File: config.mk
export PLATFORM = sky130hd
export DESIGN_NAME = dumpoff_monitor
export DESIGN_NICKNAME = d
export VERILOG_FILES = /design/src/rtl/dumpoff_monitor.sv
export SDC_FILE = /design/constraint.sdc
export NUM_CORES = 1
export LEC_CHECK = 0
export CORE_AREA = 2 2 87 89
export CTS_CLUSTER_DIAMETER = 200
export DETAILED_ROUTE_END_ITERATION = 6
export DIE_AREA = 0 0 89 91
export PLACE_DENSITY = 0.55
export SYNTH_ARGS = -nofsm -noshare
export SYNTH_HDL_FRONTEND = slang
export SYNTH_SLANG_ARGS = --single-unit
File: constraint.sdc
create_clock -name clk_sys -period 3.7 [get_ports clk_sys]
set_clock_uncertainty 0.05 [all_clocks]
set_input_delay 0.37 -clock clk_sys [delete_from_list [all_inputs] [get_ports clk_sys]]
set_output_delay 0.37 -clock clk_sys [all_outputs]
set_load 0.02 [all_outputs]
File: src/rtl/dumpoff_monitor.sv
// Consumer-side checker for the DUMPOFF dump-switch line.
// Armed by state_start, it measures the dumpoff high width and flags timing faults.
module dumpoff_monitor #(
    parameter int CNT_W   = 16,
    parameter int RISE_TO = 64,
    parameter int MIN_W   = 4,
    parameter int MAX_W   = 4096
) (
    input  logic             clk_sys,
    input  logic             rst_n,
    input  logic             state_start,
    input  logic             dumpoff,
    output logic             busy,
    output logic             done,
    output logic [CNT_W-1:0] width,
    output logic             err_norise,
    output logic             err_short,
    output logic             err_stuck,
    output logic             err_retrig
);

    typedef enum logic [1:0] {
        S_IDLE,
        S_WAIT,
        S_MEAS
    } state_t;

    localparam logic [CNT_W-1:0] L_ONE       = CNT_W'(1);
    localparam logic [CNT_W-1:0] L_RISE_LAST = CNT_W'(RISE_TO - 1);
    localparam logic [CNT_W-1:0] L_MIN_W     = CNT_W'(MIN_W);
    localparam logic [CNT_W-1:0] L_MAX_W     = CNT_W'(MAX_W);

    state_t           r_state;
    logic [CNT_W-1:0] r_wait_cnt;
    logic [CNT_W-1:0] r_width_cnt;
    logic             r_busy;
    logic             r_done;
    logic [CNT_W-1:0] r_width;
    logic             r_err_norise;
    logic             r_err_short;
    logic             r_err_stuck;
    logic             r_err_retrig;

    state_t           w_state;
    logic [CNT_W-1:0] w_wait_cnt;
    logic [CNT_W-1:0] w_width_cnt;
    logic             w_busy;
    logic             w_done;
    logic [CNT_W-1:0] w_width;
    logic             w_err_norise;
    logic             w_err_short;
    logic             w_err_stuck;
    logic             w_err_retrig;

    // NOTE: state registers use non-blocking assignments so every flop samples
    // the pre-edge values regardless of block evaluation order.
    always_ff @(posedge clk_sys or negedge rst_n) begin
        if (!rst_n) begin
            r_state      <= S_IDLE;
            r_wait_cnt   <= '0;
            r_width_cnt  <= '0;
            r_busy       <= 1'b0;
            r_done       <= 1'b0;
            r_width      <= '0;
            r_err_norise <= 1'b0;
            r_err_short  <= 1'b0;
            r_err_stuck  <= 1'b0;
            r_err_retrig <= 1'b0;
        end else begin
            r_state      <= w_state;
            r_wait_cnt   <= w_wait_cnt;
            r_width_cnt  <= w_width_cnt;
            r_busy       <= w_busy;
            r_done       <= w_done;
            r_width      <= w_width;
            r_err_norise <= w_err_norise;
            r_err_short  <= w_err_short;
            r_err_stuck  <= w_err_stuck;
            r_err_retrig <= w_err_retrig;
        end
    end

    // NOTE: every signal gets a default before the case so no path leaves it
    // unassigned, which would otherwise infer a latch.
    always_comb begin
        w_state      = r_state;
        w_wait_cnt   = r_wait_cnt;
        w_width_cnt  = r_width_cnt;
        w_busy       = r_busy;
        w_done       = 1'b0;
        w_width      = r_width;
        w_err_norise = r_err_norise;
        w_err_short  = r_err_short;
        w_err_stuck  = r_err_stuck;
        w_err_retrig = r_err_retrig;

        // A start during a measurement is only flagged; the measurement runs on.
        if (state_start && r_busy) begin
            w_err_retrig = 1'b1;
        end

        case (r_state)
            S_IDLE: begin
                if (state_start) begin
                    w_state      = S_WAIT;
                    w_wait_cnt   = '0;
                    w_busy       = 1'b1;
                    w_err_norise = 1'b0;
                    w_err_short  = 1'b0;
                    w_err_stuck  = 1'b0;
                    w_err_retrig = 1'b0;
                end
            end
            S_WAIT: begin
                if (dumpoff) begin
                    w_state     = S_MEAS;
                    w_width_cnt = L_ONE;
                end else if (r_wait_cnt == L_RISE_LAST) begin
                    w_state      = S_IDLE;
                    w_width      = '0;
                    w_err_norise = 1'b1;
                    w_done       = 1'b1;
                    w_busy       = 1'b0;
                end else begin
                    w_wait_cnt = r_wait_cnt + L_ONE;
                end
            end
            S_MEAS: begin
                if (!dumpoff) begin
                    w_state     = S_IDLE;
                    w_width     = r_width_cnt;
                    w_err_short = (r_width_cnt < L_MIN_W);
                    w_done      = 1'b1;
                    w_busy      = 1'b0;
                end else if (r_width_cnt == L_MAX_W) begin
                    // The (MAX_W+1)-th high sample: report the cap, not a wrap.
                    w_state     = S_IDLE;
                    w_width     = L_MAX_W;
                    w_err_stuck = 1'b1;
                    w_done      = 1'b1;
                    w_busy      = 1'b0;
                end else begin
                    w_width_cnt = r_width_cnt + L_ONE;
                end
            end
            default: begin
                w_state = S_IDLE;
                w_busy  = 1'b0;
            end
        endcase
    end

    assign busy       = r_busy;
    assign done       = r_done;
    assign width      = r_width;
    assign err_norise = r_err_norise;
    assign err_short  = r_err_short;
    assign err_stuck  = r_err_stuck;
    assign err_retrig = r_err_retrig;

endmodule

==> results of run 1 <==
state kept, by name, indices dropped and copies added (netlist names):
signal       flops
err_short        1
width           16
r_state          2
err_norise       1
done             1
r_wait_cnt      16
err_retrig       1
r_width_cnt     16
busy             1
err_stuck        1
per-layer routing:
metal  GRT usage (%)  part of all wire [%]  vias to the layer above
met4            4.85                   1.3                        0
met1            23.8                    53                      991
met2            21.6                    43                       35
met3            1.91                   2.6                        6
met5               0                     0                        -
li1                -                     -                     1037
worst max path at each step:
stage,start,end,slack [ns],cells after the start
4_1_cts,r_wait_cnt[6]$_DFFE_PN0P_,width[9]$_DFFE_PN0P_,1.10,5
3_5_place_dp,dumpoff,r_wait_cnt[7]$_DFFE_PN0P_,1.08,6
3_3_place_gp,dumpoff,r_wait_cnt[7]$_DFFE_PN0P_,1.09,6
2_1_floorplan,r_width_cnt[0]$_DFFE_PN0P_,width[4]$_DFFE_PN0P_,1.75,9
6_report,r_wait_cnt[6]$_DFFE_PN0P_,width[9]$_DFFE_PN0P_,1.10,5
5_1_grt,r_wait_cnt[6]$_DFFE_PN0P_,width[9]$_DFFE_PN0P_,0.88,5
cells by family (layout without fill, tap and decap cells):
kind of cell | Yosys count | in the layout | synth area share (%)
AOI/OAI and AO/OA | 57 | 57 | 14.2
xor gates and xnor gates | 21 | 21 | 6.66
adders and majority gates | 6 | 6 | 2.72
buffers and inverters | 20 | 44 | 3.90
DFF | 56 | 56 | 50.7
muxes | 1 | 1 | 0.362
and+or+nand+nor | 112 | 112 | 21.4
power breakdown:
part	switching (mW)	internal, mW	leakage [nW]
sequential	0.0525	0.667	0.771
combinational	0.359	0.180	0.604
clock	0.191	0.266	0.0642
final cells by class:
cell class | count | share of cell area, %
Clock inverter | 2 | 1.87
Clock buffer | 5 | 2.14
Sequential cell | 56 | 43.6
Inverter | 9 | 1.05
Tap cell | 99 | 3.86
Multi-Input combinational cell | 197 | 39.0
Timing Repair Buffer | 28 | 8.42
worst register-to-register path, cell delays in order, from the launching register on:
cell and delay [ns]:
dfrtp_1 0.45, nor4_1 0.36, nand4_1 0.55, nand2_1 0.24, and4b_1 0.65, a22o_2 0.25
metrics by stage:
| stage | cell area [µm²] | utilization (%) |
|---|---|---|
| 2_1_floorplan | 2760 | - |
| 3_3_place_gp | 3070 | 43.0 |
| 3_5_place_dp | 3070 | 43.0 |
| 4_1_cts | 3210 | 45.0 |
| 5_1_grt | 3210 | 45.0 |
| 6_report | 3210 | 45.0 |
repair_timing:
item,CTS,global route
hold buffers,1,0
endpoints found under the hold margin,17,0
gates resized for setup,0,0
setup endpoints to repair,0,0
cell usage in the layout (no fill, tap or decap), types with 2 or more instances in the layout:
| cell | n |
|---|---|
| clkbuf_8 | 5 |
| buf_4 | 2 |
| nor4_1 | 4 |
| and3_1 | 8 |
| a22o_1 | 9 |
| nand2b_1 | 3 |
| nor2_1 | 34 |
| a21oi_1 | 10 |
| xnor2_1 | 5 |
| dfrtp_1 | 56 |
| o31ai_1 | 6 |
| nor3_1 | 3 |
| and4_1 | 3 |
| clkdlybuf4s50_1 | 24 |
| nand4_1 | 13 |
| o21ai_0 | 15 |
| nand2_1 | 21 |
| xor2_1 | 16 |
| inv_1 | 9 |
| ha_1 | 6 |
| a22o_2 | 6 |
| a31oi_1 | 4 |
| bufinv_16 | 2 |
| nand3b_1 | 2 |
| nor2b_1 | 2 |
| nand3_1 | 9 |
==> summary.json, run 1 <==
{
  "outcome": {
    "run_status": "complete, no violations"
  },
  "yosys": {
    "postSynthNetCount": 283,
    "synthTopCellsByCount": "dfrtp_1, nor2_1, nand2_1, xor2_1, o21ai_0",
    "synth_seq_area_share_pct": 50.7,
    "syn_area_um2": 2760,
    "yosysMostFrequentCell": "dfrtp_1",
    "netlist.top_cell.by_area": "dfrtp_1",
    "edff_count_synth": 0,
    "synth_unique_cells": 45,
    "fraction_of_synthesis_flops_using_an_asynchronous_set_or_reset_pin_pct": 100,
    "synth_warnings": 0,
    "ys_seq_elements": 56,
    "syn_area_per_cell_um2": 10.1,
    "synth-main-ff-cell": "dfrtp_1",
    "netlist.area_leader.share_pct": 50.7,
    "cell_count_after_synthesis": 273,
    "netlist_top_cells_area": "dfrtp_1, xor2_1, nor2_1, nand4_1, a22o_1"
  },
  "detailed_routing": {
    "viasPerCell": 5.22,
    "post_drt_wl_per_cell_um": 14.3,
    "detail-route-antenna-nets": 0,
    "drt_first_pass_iters": 4,
    "initialDrtViolationCount": 130,
    "route.final.wire_length_um": 5670,
    "drc_violations_left": 0,
    "vias": 2069
  },
  "cells_and_area": {
    "multi_input_area_um2": 1250,
    "flow.area_growth_from_synthesis_pct": 16.3,
    "antenna_cells": 0,
    "layout-drive-gt1-share_pct": 6.73,
    "register_area_um2": 1400,
    "fillerInstances": 693,
    "final_cell_count_no_fill": 396,
    "final_net_count": 307
  },
  "placement": {
    "post-place-cells": 388,
    "dp_hpwl_um": 4010,
    "place_congestion": 0.852,
    "placement.io_buffers": 25,
    "dp_slack_ns": 1.08
  },
  "critical_path": {
    "cp_top_family": "simple AND/OR/NAND/NOR gates",
    "regToRegSetupSlack_ns": 1.10,
    "worstRegToRegCells": 5,
    "worst_r2r_endpoint": "width[9]$_DFFE_PN0P_",
    "critPathCaptureType": "register",
    "critical_path_peak_fanout": 15,
    "worst-endpoint-required_ns": 3.90,
    "critical_path.max_stage_delay_ns": 0.65,
    "timing.critical_path.from_type": "register",
    "timing.critical_path.slowest_stage_cell": "and4b_1",
    "critical_path_class": "register to register",
    "crit_buf_inv": 0,
    "critical_path_arrival_ns": 2.81,
    "timing.critical_path.cells": "nor4_1 > nand4_1 > nand2_1 > and4b_1 > a22o_2",
    "r2r_start": "r_wait_cnt[6]$_DFFE_PN0P_"
  },
  "clock_tree": {
    "post_cts.repair.setup_buffers": 0,
    "tritoncts": "yes",
    "cts_buffer_depth": 2,
    "cts_inserted_buffers": 5,
    "path_clk_slew_ns": 0.10,
    "htree_levels": 2,
    "clk_latency_ns": 0.31,
    "cts_sinks": 56,
    "cts_root_buf": "clkbuf_8"
  },
  "floorplanning": {
    "core_area_um2": 7140,
    "design.portCount": 26,
    "die-height_um": 91,
    "die_area_um2": 8100,
    "fp-row-count": 31,
    "die_x_um": 89,
    "floorplan.initialDensity_pct": 38.7
  },
  "sta": {
    "slew_violations": 0,
    "max-slew-margin-rel_pct": 44.8,
    "finalSetupViolCount": 0,
    "tightest_slew_ns": 0.825,
    "final_min_period_over_clock_period_pct": 70.4,
    "layout_setup_ws_ns": 1.10,
    "hold-worst-slack_ns": 0.457,
    "fmax_mhz": 384,
    "setup_repair_after_global_routing_missed_its_margin": "no",
    "hold_viol_final": 0,
    "setup-tns-final_ns": 0,
    "period_minus_slack_ns": 2.60
  },
  "grt": {
    "grtUsageTotal_pct": 15.2,
    "gr-total-overflow": 0,
    "vias_in_the_first_global_route": 1954,
    "grt_pass1_wl_um": 9750,
    "maximum_number_of_pins_on_one_net_before_global_route_repair": 40,
    "antenna_found_initial": 0
  },
  "power": {
    "power_leakage_nw": 1.44,
    "power.density_nw_per_um2": 535,
    "ir_worst_vdd_mv": 0.469,
    "power.total_mw": 1.72
  },
  "hold_path": {
    "hp-class": "input pin to asynchronous set/reset pin"
  },
  "run": {
    "maxCapViolCount": 0
  }
}
(Power assumes the default switching activity.)
==> run 2, diff against run 1 <==
- PLACE_DENSITY: 0.55 -> 0.57
- clock period: 3.7 -> 2.1 ns (I/O delays scaled with it)
==> run 2 against run 1 <==
Net effect: the run now ends with negative hold slack left; sequential share of layout area fell by 3.4 points; clock power rose by 40%; non-clock buffer count rose by 37; core utilization rose by 3.8 points; global-route usage rose by 1.9 points; critical path depth rose by 5; final cell count rose by 9.8%; worst hold slack got worse by 0.48 ns; worst setup slack got worse by 0.98 ns; combinational power rose by 140%; fmax rose by 31%; register-to-register slack got worse by 0.98 ns; critical path type unchanged; critical endpoint is now r_wait_cnt[6]$_DFFE_PN0P_; largest power group is now combinational cells.
==> summary.json, run 2 (same netlist as run 1, synthesis figures left out) <==
{
  "outcome": {
    "run_status": "finished with violations",
    "failing_checks": "negative hold slack"
  },
  "detailed_routing": {
    "viasPerCell": 5.18,
    "initialDrtViolationCount": 171,
    "drt_first_pass_iters": 4,
    "post_drt_wl_per_cell_um": 15.2,
    "route.final.wire_length_um": 6600,
    "detail-route-antenna-nets": 0,
    "vias": 2252,
    "drc_violations_left": 0
  },
  "cells_and_area": {
    "antenna_cells": 0,
    "final_net_count": 345,
    "finish.instance_area_um2": 3480,
    "register_area_um2": 1400,
    "fillerInstances": 710,
    "layout.core_utilization_pct": 48.7,
    "multi_input_area_um2": 1280,
    "flow.area_growth_from_synthesis_pct": 26.0,
    "commonest_non_fill_non_tap_cell_in_the_layout": "dfrtp_1",
    "most-common-layout-cells": "dfrtp_1, buf_4, nor2_1, clkdlybuf4s50_1, nand2_1",
    "layout-drive-gt1-share_pct": 18.8
  },
  "grt": {
    "antenna_found_initial": 0,
    "gr-total-overflow": 0,
    "vias_in_the_first_global_route": 2067,
    "grt_pass1_wl_um": 10700,
    "maximum_number_of_pins_on_one_net_before_global_route_repair": 57,
    "grtUsageTotal_pct": 17.1
  },
  "floorplanning": {
    "die_x_um": 89,
    "fp-row-count": 31,
    "design.portCount": 26,
    "floorplan.initialDensity_pct": 38.7,
    "die_area_um2": 8100,
    "core_area_um2": 7140,
    "die-height_um": 91
  },
  "clock_tree": {
    "cts_sinks": 56,
    "clk_latency_ns": 0.32,
    "htree_levels": 2,
    "cts_inserted_buffers": 5,
    "holdBufCountCts": 0,
    "tritoncts": "yes",
    "cts_root_buf": "clkbuf_8",
    "path_clk_slew_ns": 0.10,
    "cts_buffer_depth": 2
  },
  "placement": {
    "placement.io_buffers": 25,
    "dp_slack_ns": -0.0663,
    "placed_cell_area_um2": 3300,
    "dp_hpwl_um": 4420,
    "place_congestion": 0.850
  },
  "critical_path": {
    "timing.critical_path.to": "r_wait_cnt[6]$_DFFE_PN0P_",
    "timing.critical_path.from_type": "register",
    "critPathCaptureType": "register",
    "crit_start": "r_wait_cnt[1]$_DFFE_PN0P_",
    "worstRegToRegCells": 10,
    "worst-endpoint-required_ns": 2.25,
    "worst_r2r_endpoint": "r_wait_cnt[6]$_DFFE_PN0P_",
    "r2r_start": "r_wait_cnt[1]$_DFFE_PN0P_",
    "critical_path_peak_fanout": 9,
    "critical_path_class": "register to register",
    "critical_path_arrival_ns": 2.14,
    "regToRegSetupSlack_ns": 0.12
  },
  "sta": {
    "final_min_period_over_clock_period_pct": 94.5,
    "max-slew-margin-rel_pct": 52.5,
    "hold-worst-slack_ns": -0.0267,
    "setup_repair_after_global_routing_missed_its_margin": "no",
    "fmax_mhz": 504,
    "layout_setup_ws_ns": 0.116,
    "finalSetupViolCount": 0,
    "period_minus_slack_ns": 1.98,
    "tightest_slew_ns": 0.712,
    "slew_violations": 0,
    "hold_viol_final": 56
  },
  "run": {
    "maxCapViolCount": 0
  },
  "power": {
    "power.total_mw": 3.18,
    "power.density_nw_per_um2": 914,
    "power_leakage_nw": 1.61,
    "ir_worst_vdd_mv": 0.634
  },
  "hold_path": {
    "hp-class": "input pin to asynchronous set/reset pin"
  }
}
[run 2: changes by cell type in the layout (fill, tap and decap cells not counted), sizes merged]
| cell | change |
|---|---|
| buf | +38 |
| bufinv | -2 |
| clkbuf | +1 |
| clkinvlp | +2 |
| dlygate4sd3 | -1 |
| nand3 | +1 |
[run 2: where the power goes]
group	internal [mW]	switching (mW)	leakage [nW]	total, mW
Clock	0.268	0.374	0.0434	0.642
Sequential	1.17	0.0647	0.771	1.24
Combinational	0.520	0.776	0.797	1.30
[run 2: routing by layer]
| layer | GRT usage, % | vias up | routed length, µm |
|---|---|---|---|
| met5 | 0 | - | 0 |
| met4 | 4.10 | 0 | 77 |
| met3 | 3.09 | 5 | 295 |
| met2 | 21.8 | 57 | 2660 |
| met1 | 29.1 | 1076 | 3570 |
| li1 | - | 1114 | - |
[run 2: worst min-delay path by stage]
stage / startpoint / endpoint / cells past startpoint
final: rst_n / r_width_cnt[8]$_DFFE_PN0P_ / 2
after global routing: rst_n / width[10]$_DFFE_PN0P_ / 2
after CTS: rst_n / r_width_cnt[9]$_DFFE_PN0P_ / 2
after detailed placement: rst_n / r_width_cnt[9]$_DFFE_PN0P_ / 2
after global placement: rst_n / r_width_cnt[8]$_DFFE_PN0P_ / 2
after floorplan: rst_n / busy$_DFFE_PN0P_ / 0
[run 2: metrics by stage]
stage,TNS [ns],std cells
finish,0,435
global route,0,435
CTS,0,427
detailed placement,-0.706,419
global placement,0,419
floorplan,0,273
[run 2: critical path: stages (launching register included)]
cell,delay (ns)
dfrtp_1,0.41
ha_1,0.20
and3_1,0.22
nand4_1,0.12
buf_4,0.13
buf_4,0.09
buf_4,0.16
a21oi_1,0.08
buf_4,0.15
o21ai_0,0.16
o31ai_1,0.10
[run 2: repair_timing]
item,CTS,global route
buffers inserted,0,7
gates cloned,0,1
endpoints found under the setup margin,15,18
pin swaps,0,3
gates resized for setup,1,3
[run 2: final cells by class]
| cell class | instances | share of cell area (%) |
|---|---|---|
| clock inverters | 2 | 0.432 |
| inverters | 9 | 0.971 |
| clock buffers | 6 | 2.37 |
| repair buffers | 65 | 15.7 |
| well taps | 99 | 3.56 |
| multi-input cells | 198 | 36.7 |
| flip-flops and latches | 56 | 40.3 |
==> patch: new RTL, settings of run 1 <==
The parameter `CNT_W` goes from 16 to 20.
--- a/src/rtl/dumpoff_monitor.sv
+++ b/src/rtl/dumpoff_monitor.sv
@@ -2,5 +2,5 @@
 // Armed by state_start, it measures the dumpoff high width and flags timing faults.
 module dumpoff_monitor #(
-    parameter int CNT_W   = 16,
+    parameter int CNT_W   = 20,
     parameter int RISE_TO = 64,
     parameter int MIN_W   = 4,
Interface: changed (resized width); port bits go from 26 to 30. The function was not compared with the original's and may differ.
==> patch against run 1 <==
- final area grew 27%
- via count grew 37%
- maximum frequency shrank 2.9%
- area after synthesis grew 26%
- non-clock buffer count grew 8
- count of clock-buffer cells in the layout grew 5
- total power grew 30%
- wire length grew 42%
- sequential cell count grew 12
- worst setup slack lost 77 ps
- critical path type unchanged
- critical endpoint is now r_wait_cnt[15]$_DFFE_PN0P_
- largest cell class unchanged
- largest power group unchanged
==> patch: results (changes against run 1) <==
| Metric | Value |
|---|---|
| Slew Limit Headroom | `54.35% (was 44.77%)` |
| Initial DRC count | `156 (was 130)` |
| Vias in the first global route | `2897 (was 1954)` |
| Layout net count | `395 (was 307)` |
| Worst vdd ir | `0.2686 mV (was 0.4687 mV)` |
| Yosys warnings | `0 (unchanged)` |
| First-pass GRT wire length | `14160 µm (was 9749 µm)` |
| FILL cells | `663 (was 693)` |
| Sequential share of the synthesized area | `48.89% (was 50.75%)` |
| Critical path's top delay family | `compound AO/OA/AOI/OAI gates (was simple AND/OR/NAND/NOR gates)` |
| Largest net degree at the start of global routing | `29 (was 40)` |
| Share of layout cells above drive strength 1 | `9.487% (was 6.734%)` |
| Hold depth | `1` |
| Total Wirelength | `8063 µm (was 5672 µm)` |
| Slowest stage delay, CP | `530 ps (was 650 ps)` |
| Max Slew Vio Count | `0 (unchanged)` |
| Most frequent cells after synthesis | `68 x dfrtp_1, 32 x nor2_1, 25 x nand3_1 (was 56 x dfrtp_1, 34 x nor2_1, 21 x nand2_1)` |
| Routability Congestion | `0.8488 (was 0.8517)` |
| Worst-case clock buffer depth | `2 (unchanged)` |
| Flop-to-flop setup slack | `1020 ps (was 1100 ps)` |
| Inserted Diodes | `0 (unchanged)` |
| Worst reg2reg path depth | `7 (was 5)` |
| Hold path startpoint | `width[7]$_DFFE_PN0P_` |
| CTS root buffer | `clkbuf_8 (unchanged)` |
| CP max-delay cell | `ha_1 (was and4b_1)` |
| Detailed Routing Iterations Pass 1 | `4 (unchanged)` |
| Post-DP HPWL | `5742 µm (was 4009 µm)` |
| Int Pwr | `0.001378 W (was 0.001113 W)` |
| Via count | `2843 (was 2069)` |
| IO Port Bufs | `29 (was 25)` |
| Reg2reg end | `r_wait_cnt[15]$_DFFE_PN0P_ (was width[9]$_DFFE_PN0P_)` |
| Outcome | `finished clean (unchanged)` |
| Gr usage total | `22.41% (was 15.18%)` |
| Leakage dissipation | `1.746 nW (was 1.439 nW)` |
| Initial antenna violation count | `0 (unchanged)` |
| Hold slack | `452.4 ps (was 456.9 ps)` |
| Share of flip-flops with an asynchronous set or reset | `100.0% (unchanged)` |
| Count of different cell masters after synthesis | `51 (was 45)` |
| Final setup viols | `0 (unchanged)` |
| Number of synthesized flops with an enable pin | `0 (unchanged)` |
| Post-CTS Repair Setup Buffers | `0 (unchanged)` |
| Syn_nets | `364 (was 283)` |
| Main synth FF type | `dfrtp_1 (unchanged)` |
| HP Class | `reg -> reg (was in -> async)` |
| FF-to-FF Start | `r_state[1]$_DFFE_PN0P_ (was r_wait_cnt[6]$_DFFE_PN0P_)` |
| CTS clk-pin slew, worst paths | `80 ps (was 100 ps)` |
| WHS Endpoint | `width[7]$_DFFE_PN0P_` |
| Insertion delay to the later sink of the worst-skew pair | `340 ps (was 310 ps)` |
| Top post-synthesis cells by area | `dfrtp_1 49%, a22o_1 4.8%, nand3_1 3.6% (was dfrtp_1 51%, xor2_1 5.1%, nor2_1 4.6%)` |
| Crit Path Max Fanout | `17 (was 15)` |
| H-tree Lvls | `3 (was 2)` |
| Total CTS buffers | `9 (was 5)` |
==> patch: changes by cell type in the layout (fill, tap and decap cells not counted), moves of 5 or more <==
cell,delta
a22o_2,-6
nand3_1,+16
a21oi_1,+11
xor2_1,-9
dfrtp_1,+12
nand4_1,-5
a22o_1,+10
or3_1,+8
==> patch: layer usage <==
metal  routed length, µm  track usage, %
met2                4126           36.13
met4                  69           5.970
met3                 214           6.000
met5                   0               0
met1                3653           29.76
==> patch: logic make-up after synthesis <==
family / after synthesis / share of synthesized area [%]
xor+xnor: 15 / 3.774
simple gates: 137 / 21.68
mux: 4 / 1.222
fa+ha+maj: 6 / 2.157
buf+inv: 29 / 3.415
compound gates: 95 / 18.87
flops: 68 / 48.89
==> patch: worst max-delay path by stage <==
stage | startpoint | endpoint | slack, ps | cells after the start
floorplan | r_wait_cnt[0]$_DFFE_PN0P_ | busy$_DFFE_PN0P_ | 1620 | 7
global placement | r_wait_cnt[0]$_DFFE_PN0P_ | width[15]$_DFFE_PN0P_ | 1080 | 7
detailed placement | r_state[1]$_DFFE_PN0P_ | r_wait_cnt[15]$_DFFE_PN0P_ | 1060 | 7
CTS | r_state[1]$_DFFE_PN0P_ | r_wait_cnt[15]$_DFFE_PN0P_ | 1050 | 7
global route | r_state[1]$_DFFE_PN0P_ | r_wait_cnt[18]$_DFFE_PN0P_ | 790 | 7
finish | r_state[1]$_DFFE_PN0P_ | r_wait_cnt[15]$_DFFE_PN0P_ | 1020 | 7
==> patch: metrics by stage <==
step	utilization [%]	worst slack (ps)	std cells	area (µm²)
floorplan	-	1625	354	3481
global placement	54.23	1082	472	3870
detailed placement	54.23	1059	472	3870
CTS	57.05	1047	489	4071
global route	57.05	786.7	489	4071
finish	57.05	1018	489	4071
==> patch: final cells by class <==
| type | count | area, µm² | area share [%] |
|---|---|---|---|
| clock inverter | 6 | 63.81 | 1.567 |
| inverter | 13 | 48.80 | 1.199 |
| multi-input combinational | 257 | 1665 | 40.90 |
| clock buffer | 10 | 127.6 | 3.135 |
| sequential | 68 | 1702 | 41.79 |
| timing repair buffer | 36 | 340.3 | 8.359 |
| tap | 99 | 123.9 | 3.042 |
==> patch: worst register-to-register path, cell delays in order, from the launching register on <==
cell     delay, ps
dfrtp_1        400
inv_1           80
ha_1           530
mux2i_1        320
a21oi_4        340
o31ai_2        190
or4_1          530
a21oi_1        170
==> patch: power groups by stage <==
stage	clock network [W]	logic (W)	registers (W)
global placement	0	0.000745	0.000896
global route	0.000658	0.000838	0.000892
detailed placement	0	0.000746	0.000896
finish	0.000601	0.000745	0.000881
CTS	0.000619	0.000750	0.000882
floorplan	0	0.000503	0.000906
==> patch: what timing repair did <==
action,CTS,global route
endpoints found under the hold margin,24,0
resized for setup,0,0
hold buffers,1,0
setup endpoints to repair,0,0
